### config.mk
export PLATFORM = sky130hd
export DESIGN_NAME = uart_frame_tx_flat
export DESIGN_NICKNAME = d
export VERILOG_FILES = /design/src/rtl/uart_frame_tx_if.sv /design/src/rtl/uart_frame_tx.sv /design/src/flat_wrapper.sv
export SDC_FILE = /design/constraint.sdc
export NUM_CORES = 1
export LEC_CHECK = 0
export ABC_AREA = 0
export CAP_MARGIN = 20
export CELL_PAD_IN_SITES_DETAIL_PLACEMENT = 1
export CELL_PAD_IN_SITES_GLOBAL_PLACEMENT = 2
export CORE_MARGIN = 4
export CORE_UTILIZATION = 35
export CTS_BUF_LIST = sky130_fd_sc_hd__clkbuf_8
export CTS_CLUSTER_SIZE = 25
export DETAILED_ROUTE_END_ITERATION = 7
export GPL_ROUTABILITY_DRIVEN = 0
export PLACE_DENSITY_LB_ADDON = 0.1
export REMOVE_ABC_BUFFERS = 1
export SETUP_SLACK_MARGIN = 0.5
export SKIP_LAST_GASP = 1
export SYNTH_ARGS = -nofsm -noshare
export SYNTH_HDL_FRONTEND = slang
export SYNTH_SLANG_ARGS = --single-unit
### constraint.sdc
create_clock -name clk_100MHz -period 2.2 [get_ports clk_100MHz]
set_input_delay 0.44 -clock clk_100MHz [delete_from_list [all_inputs] [get_ports clk_100MHz]]
set_output_delay 0.44 -clock clk_100MHz [all_outputs]
set_load 0.005 [all_outputs]
### src/rtl/uart_frame_tx_if.sv
// Word handshake into the UART frame transmitter.
// Master offers data_in/in_valid, slave returns in_ready.
interface uart_frame_tx_if #(
  parameter int DBITS = 8
);
  logic             in_valid;
  logic [DBITS-1:0] data_in;
  logic             in_ready;

  modport master (
    output in_valid,
    output data_in,
    input  in_ready
  );

  modport slave (
    input  in_valid,
    input  data_in,
    output in_ready
  );
endinterface

### src/rtl/uart_frame_tx.sv
// UART frame transmitter: start, LSB-first data, optional parity,
// stop; one-word holding buffer allows back-to-back frames.
module uart_frame_tx #(
  parameter int DBITS      = 8,
  parameter int SB_TICK    = 16,
  parameter int PARITY_EN  = 0,
  parameter int PARITY_ODD = 0
) (
  input  logic           clk_100MHz,
  input  logic           reset,
  input  logic           sample_tick,
  uart_frame_tx_if.slave s_in,
  output logic           tx,
  output logic           busy,
  output logic           tx_done
);

  localparam int TW = $clog2(SB_TICK);
  localparam int BW = (DBITS > 1) ? $clog2(DBITS) : 1;
  localparam logic [TW-1:0] T_BIT  = TW'(15);
  localparam logic [TW-1:0] T_STOP = TW'(SB_TICK - 1);
  localparam logic [BW-1:0] B_LAST = BW'(DBITS - 1);
  localparam logic ODD     = (PARITY_ODD != 0);
  localparam logic HAS_PAR = (PARITY_EN != 0);

  typedef enum logic [2:0] {
    IDLE, START, DATA, PARITY, STOP
  } state_t;

  state_t           r_state, w_state_n;
  logic [TW-1:0]    r_tick,  w_tick_n;
  logic [BW-1:0]    r_bit,   w_bit_n;
  logic [DBITS-1:0] r_shift, w_shift_n;
  logic             r_par,   w_par_n;
  logic             r_tx,    w_tx_n;
  logic             r_done,  w_done_n;
  logic [DBITS-1:0] r_hold;
  logic             r_full;
  logic             w_load;
  logic             w_accept;

  assign w_accept      = s_in.in_valid & ~r_full;
  assign s_in.in_ready = ~r_full;
  assign tx            = r_tx;
  assign busy          = (r_state != IDLE);
  assign tx_done       = r_done;

  always_comb begin
    w_state_n = r_state;
    w_tick_n  = r_tick;
    w_bit_n   = r_bit;
    w_shift_n = r_shift;
    w_par_n   = r_par;
    w_done_n  = 1'b0;
    w_load    = 1'b0;
    w_tx_n    = 1'b1;
    unique case (r_state)
      IDLE: begin
        w_tx_n = 1'b1;
        w_load = r_full;
      end
      START: begin
        w_tx_n = 1'b0;
        if (sample_tick) begin
          if (r_tick == T_BIT) begin
            w_tick_n  = '0;
            w_bit_n   = '0;
            w_state_n = DATA;
          end else begin
            w_tick_n = r_tick + 1'b1;
          end
        end
      end
      DATA: begin
        w_tx_n = r_shift[0];
        if (sample_tick) begin
          if (r_tick == T_BIT) begin
            w_tick_n  = '0;
            w_shift_n = r_shift >> 1;
            if (r_bit == B_LAST)
              w_state_n = HAS_PAR ? PARITY : STOP;
            else
              w_bit_n = r_bit + 1'b1;
          end else begin
            w_tick_n = r_tick + 1'b1;
          end
        end
      end
      PARITY: begin
        w_tx_n = r_par;
        if (sample_tick) begin
          if (r_tick == T_BIT) begin
            w_tick_n  = '0;
            w_state_n = STOP;
          end else begin
            w_tick_n = r_tick + 1'b1;
          end
        end
      end
      STOP: begin
        w_tx_n = 1'b1;
        if (sample_tick) begin
          if (r_tick == T_STOP) begin
            w_done_n  = 1'b1;
            w_tick_n  = '0;
            w_state_n = IDLE;
            w_load    = r_full;
          end else begin
            w_tick_n = r_tick + 1'b1;
          end
        end
      end
      default: w_state_n = IDLE;
    endcase
    // a load from either IDLE or STOP restarts a frame
    if (w_load) begin
      w_state_n = START;
      w_shift_n = r_hold;
      w_par_n   = (^r_hold) ^ ODD;
      w_tick_n  = '0;
    end
  end

  always_ff @(posedge clk_100MHz) begin
    if (reset) begin
      r_state <= IDLE;
      r_tick  <= '0;
      r_bit   <= '0;
      r_shift <= '0;
      r_par   <= 1'b0;
      r_hold  <= '0;
      r_full  <= 1'b0;
      r_tx    <= 1'b1;
      r_done  <= 1'b0;
    end else begin
      r_state <= w_state_n;
      r_tick  <= w_tick_n;
      r_bit   <= w_bit_n;
      r_shift <= w_shift_n;
      r_par   <= w_par_n;
      r_tx    <= w_tx_n;
      r_done  <= w_done_n;
      if (w_load) begin
        r_full <= 1'b0;
      end else if (w_accept) begin
        r_full <= 1'b1;
        r_hold <= s_in.data_in;
      end
    end
  end

endmodule

### src/flat_wrapper.sv
// flat-port wrapper written by rule: the top's interface ports become plain ports
module uart_frame_tx_flat 
#(
  parameter int DBITS      = 8,
  parameter int SB_TICK    = 16,
  parameter int PARITY_EN  = 0,
  parameter int PARITY_ODD = 0
)
  (clk_100MHz, reset, sample_tick, tx, busy, tx_done, s_in_in_valid, s_in_data_in, s_in_in_ready);
  uart_frame_tx_if #(.DBITS(DBITS)) s_in_i ();
  input  logic clk_100MHz;
  input  logic reset;
  input  logic sample_tick;
  output logic tx;
  output logic busy;
  output logic tx_done;
  input wire logic [$bits(s_in_i.in_valid)-1:0] s_in_in_valid;
  input wire logic [$bits(s_in_i.data_in)-1:0] s_in_data_in;
  output wire logic [$bits(s_in_i.in_ready)-1:0] s_in_in_ready;
  assign s_in_i.in_valid = s_in_in_valid;
  assign s_in_i.data_in = s_in_data_in;
  assign s_in_in_ready = s_in_i.in_ready;
  uart_frame_tx #(.DBITS(DBITS), .SB_TICK(SB_TICK), .PARITY_EN(PARITY_EN), .PARITY_ODD(PARITY_ODD)) u_core (.clk_100MHz(clk_100MHz), .reset(reset), .sample_tick(sample_tick), .s_in(s_in_i), .tx(tx), .busy(busy), .tx_done(tx_done));
endmodule
### Word level (Yosys, flattened, before mapping)

Cells that the tools add are included.

| operators by class | value |
|---|---|
| $add $sub $neg | 2 |
| multipliers | 0 |
| divide/modulo/power cells | 0 |
| order comparisons | 0 |
| equal/unequal tests | 26 |
| shift-type cells | 0 |
| muxes and demuxes | 25 |
| bitwise operators | 6 |
| reductions and logical operators | 16 |

Operator list:

| cell | number |
|---|---|
| two-way mux 3 bit | 12 |
| two-way mux 8 bit | 4 |
| AND reduction 10 bit | 2 |
| inequality test 3 x 1 -> 1 bit, second input constant | 5 |
| one-hot mux 3 bit (5 select lines) | 1 |
| inequality test 2 x 1 -> 1 bit, second input constant | 6 |
| inequality test 3 x 2 -> 1 bit, second input constant | 4 |
| inequality test 2 bit, second input constant | 5 |
| nonzero test 2 bit | 4 |
| parity 8 bit | 1 |
| equality test 3 x 2 -> 1 bit, second input constant | 2 |
| equality test 3 bit, second input constant | 2 |
| one-hot mux 3 bit (2 select lines) | 1 |
| AND reduction 6 bit | 1 |
| inverter 1 bit | 5 |
| adder 4 x 1 -> 4 bit, second input constant | 1 |
| equality test 4 bit, second input constant | 1 |
| two-way mux 1 bit | 4 |
| two-way mux 4 bit | 1 |
| AND reduction 2 bit | 2 |
| OR reduction 4 bit | 1 |
| adder 3 x 1 -> 3 bit, second input constant | 1 |
| equality test 3 x 1 -> 1 bit, second input constant | 1 |
| zero test 3 bit | 1 |
| 7 further kinds | 7 |

| word-level totals | value |
|---|---|
| register bits | 30 |
| latch bits | 0 |
| memory bits (writable) | 0 |
| memory bits (read-only) | 0 |
| input port bits | 12 |
| output and inout port bits | 4 |
| memories | 0 |

### Longest topological paths before layout

| logic depth | value |
|---|---|
| word-level depth | 6 |
| depth in mapped cells | 6 |
| gate-level depth less buffers | 6 |

### Least setup slack after synthesis

Ideal clock, no wire load.

| timing path | value |
|---|---|
| path type | register -> register |
| start | reg u_core.r_bit[0] |
| end | reg u_core.r_bit[1] |
| setup time | 0.128 ns |
| arrival | 1.651 ns |
| required time | 2.072 ns |
| path slack | 0.422 ns |
| stages on the path, launching flop included | 7 |
| buffers on the path | 0 |
| clock period less this slack | 1.778 ns |
| cell sequence | dfxtp_1 ha_1 ha_1 or3b_2 a211o_2 a32oi_1 nor2_1 |

| on the way | value |
|---|---|
| cells in the longest elaborated chain, start to end | 5 |
| elaborated cells on any way between the ends | 8 |
| those cells by class | add/sub (1); eq/ne (2); mux (4); reduce/logical (1) |

Ends and longest elaborated chain:

| element | line | text |
|---|---|---|
| start, declared | uart_frame_tx.sv:32 | `logic [BW-1:0] r_bit, w_bit_n;` |
| start signal, assigned | uart_frame_tx.sv:138 | `r_bit <= w_bit_n;` |
| adder 3 x 1 -> 3 bit | uart_frame_tx.sv:83 | `w_bit_n = r_bit + 1'b1;` |
| two-way mux 3 bit | uart_frame_tx.sv:80 | `if (r_bit == B_LAST)` |
| two-way mux 3 bit | uart_frame_tx.sv:77 | `if (r_tick == T_BIT) begin` |
| two-way mux 3 bit | uart_frame_tx.sv:76 | `if (sample_tick) begin` |
| one-hot mux 3 bit (2 select lines) | uart_frame_tx.sv:57 | `unique case (r_state)` |

Parallel ways exist; a longest one is shown, timed or not. The select of a mux whose other input is x is not followed.
A chain may end at the register's enable or synchronous reset.

### Worst setup path in the final report

| timing path | value |
|---|---|
| start | reg u_core.r_state[0] |
| end | reg u_core.r_bit[0] |

| on the way | value |
|---|---|
| cells in the longest elaborated chain, start to end | 3 |
| elaborated cells on any way between the ends | 10 |
| those cells by class | eq/ne (7); mux (1); reduce/logical (2) |

Ends and longest elaborated chain:

| element | line | text |
|---|---|---|
| start, declared | uart_frame_tx.sv:30 | `state_t r_state, w_state_n;` |
| start signal, assigned | uart_frame_tx.sv:136 | `r_state <= w_state_n;` |
| equality test 3 x 2 -> 1 bit / equality test 3 x 1 -> 1 bit (equally long branches) | uart_frame_tx.sv:57 |  |
| inequality test 2 bit (no line), or another cell as far along | -- |  |
| AND reduction 6 bit (no line) | -- |  |

Parallel ways exist; a longest one is shown, timed or not.

==> flow_metrics.py <==
metrics = {
    "critical_path": {
        "end_kind": "flop",
        "crit_family": "simple AND/OR/NAND/NOR gates",
        "regToRegSetupSlack_ns": 0.49,
        "crit_required_ns": 2.40,
        "cp_max_fo": 8,
        "path_common_cell": "or3_4",
        "cpPeakStageDelay_ns": 0.35,
        "path_class": "flop to flop",
        "arrival_ns": 1.91,
        "cp-start-kind": "flop",
        "critical_path.slowest_cell": "dfxtp_4",
        "crit_chain": "buf_4 -> or2b_2 -> or3_4 -> or3_4 -> a21oi_2",
        "path_buf_inv": 1,
    },
    "timing": {
        "rsz0062_at_grt": "yes",
        "slew-limit-headroom": 0.683,
        "finalClockSkew_ns": 0.00804,
        "max_freq_ghz": 0.585,
        "setup-tns-final_ns": 0,
        "fin_hold_ws_ns": 0.471,
        "final-max-slew-violation-count": 0,
        "period_needed_ns": 1.71,
        "finalSetupViolations": 0,
        "final_hold_viol_count": 0,
        "fin_crit_sh": 0.777,
        "tightest_slew_ns": 0.473,
    },
    "yosys": {
        "synth_cell_types": 36,
        "synth-seq-cells": 30,
        "yosysWarnings": 0,
        "syn_inst": 155,
        "synth_top_area_cell": "dfxtp_1",
        "avgSynthCellArea_um2": 9.05,
        "synth_area_leaders": "dfxtp_1 43%, mux2i_1 7.1%, nor2_1 7.0%, nand2_1 4.8%, a311oi_1 4.4%",
        "yosysSeqAreaShare": 0.428,
        "yosysTopAreaCellShare": 0.428,
        "synth_area_mm2": 0.00140,
    },
    "drt": {
        "vias": 1180,
        "avgRoutedWirePerCell_um": 15.0,
        "first_pass_iters": 4,
        "ant_nets": 0,
        "drc": 0,
        "drt_wl_total_mm": 3.42,
        "vias_per_cell": 5.18,
        "drtIter0Drc": 48,
    },
    "die": {
        "start_util": 0.372,
        "die_w_um": 71.3,
        "core_mm2": 0.00377,
        "io_pins": 16,
        "num_rows": 22,
        "die-area_mm2": 0.00508,
        "dieHeight_um": 71.3,
    },
    "cts": {
        "clockBufferDepth": 2,
        "cts_made_buffers": 5,
        "cts_max_level": 2,
        "cts.sinks": 30,
        "cts_tree": "built",
        "clock_latency_ns": 0.27,
        "cts_hold_buffers": 0,
        "cts_root_buf": "clkbuf_8",
        "clkTransAtPathRegs_ns": 0.07,
    },
    "power": {
        "p_leak_nw": 0.689,
        "cellPowerDensity_mw_per_mm2": 666,
        "peakVddDrop_v": 0.000368,
    },
    "worst_hold_path": {
        "hp-class": "flop to flop",
    },
    "layout": {
        "drive_gt1_frac": 0.244,
        "mostFrequentLayoutCell": "nor2_1",
        "final_area_mm2": 0.00182,
        "antenna_cells": 0,
        "final_cell_mix": "26 x nor2_1, 23 x dfxtp_1, 18 x nand2_1, 13 x clkdlybuf4s50_1, 11 x buf_4",
        "area_growth_pct": 29.9,
        "finish.net_count": 194,
        "instances_no_fill": 228,
    },
    "grt": {
        "grt_pass1_wl_mm": 5.78,
        "grt-ovfl-total": 0,
        "grt_max_degree": 17,
        "grt_pass1_vias": 1232,
        "antenna_found_initial": 0,
        "grt_usage": 0.146,
    },
    "placement": {
        "place_area_mm2": 0.00161,
        "portBuffers": 15,
        "dp.cells": 215,
        "hpwl_mm": 2.39,
    },
    "run_status": {
        "status": "finished, final reports clean",
    },
    "flow_run": {
        "max-cap-violations": 0,
    },
}
[metrics by stage]
| stage | power [W] | setup slack, ns | util |
|---|---|---|---|
| after floorplan | 0.000698 | 0.433 | - |
| after global placement | 0.000759 | 0.139 | 0.426 |
| after detailed placement | 0.000765 | 0.0676 | 0.426 |
| after CTS | 0.00122 | 0.491 | 0.473 |
| after global routing | 0.00128 | 0.437 | 0.483 |
| final | 0.00121 | 0.490 | 0.483 |
[final timing paths]
path,start,endpoint,cells after the start
hold / removal,u_core.r_shift[7],u_core.r_shift[7],2
setup / recovery,u_core.r_state[0],u_core.r_bit[0],5
hold reg to reg,u_core.r_shift[7],u_core.r_shift[7],2
setup reg to reg,u_core.r_state[0],u_core.r_bit[0],5
[layout make-up]
type                    count  area, um2
fillers                   437       1950
multi-input cells         113        821
repair buffers             26        226
flip-flops and latches     30        612
inverters                   3       11.3
clock inverters             2       8.76
well taps                  48       60.1
clock buffers               6       82.6
[per-layer routing]
layer / global-route usage / share of wire / routed length (um)
met1: 0.153 / 0.42 / 1440
met2: 0.274 / 0.54 / 1860
met3: 0.0337 / 0.027 / 91
met4: 0.0626 / 0.0097 / 33
met5: 0 / 0 / 0
[state kept, by name (all words and copies together) (netlist names)]
name            cells
u_core.r_shift      8
u_core.r_par        1
u_core.r_tick       4
u_core.r_bit        3
u_core.tx           1
u_core.r_state      3
u_core.tx_done      1
u_core.r_hold       8
u_core.r_full       1
[power by group]
part,switching (W),leakage [nW],internal (W)
logic,0.0000792,0.388,0.0000873
clock network,0.000201,0.0524,0.000247
registers,0.0000239,0.248,0.000574
total,0.000304,0.689,0.000909
[worst register-to-register path, delay by kind of cell, from the launching register on]
family,cells,cell delay (ns)
compound gates,1,0.13
buf+inv,1,0.15
flops,1,0.35
simple gates,3,1.01
[synth_stat cells]
cell and number:
dfxtp_1 30, nor2_1 26, nand2_1 18, mux2i_1 10, a311oi_1 7, xnor2_1 7, clkbuf_1 5, a21oi_1 4
ha_1 3, inv_1 3, nand3_1 3, nor3_1 3, or3_1 3, xor2_1 3, a32oi_1 2, buf_2 2
buf_6 2, nand2b_1 2, nand4_1 2, nor4_1 2, o21ai_0 2, or3b_2 2, a211o_2 1, a211oi_1 1
a21o_2 1, a21oi_2 1, a221oi_1 1, and3_1 1, and4_2 1, and4b_1 1, nand4_4 1, nor2b_1 1
nor3_2 1, o31a_1 1, or2b_2 1, or3_4 1
[timing repair]
| item | 4_1_cts | 5_1_grt |
|---|---|---|
| pin swaps | 3 | 2 |
| setup endpoints to repair | 18 | 19 |
| cloned | 0 | 0 |
| gates resized for setup | 16 | 11 |
| setup buffers | 5 | 0 |
[kinds of logic (layout without fill, tap and decap cells)]
family	after synthesis	in the layout	synth area share
simple gates	69	69	0.252
compound gates	21	21	0.115
xor+xnor	10	10	0.0624
buf+inv	12	37	0.0446
flops	30	30	0.428
mux	10	10	0.0714
fa+ha+maj	3	3	0.0268
Power figures use the tool's default switching activity.
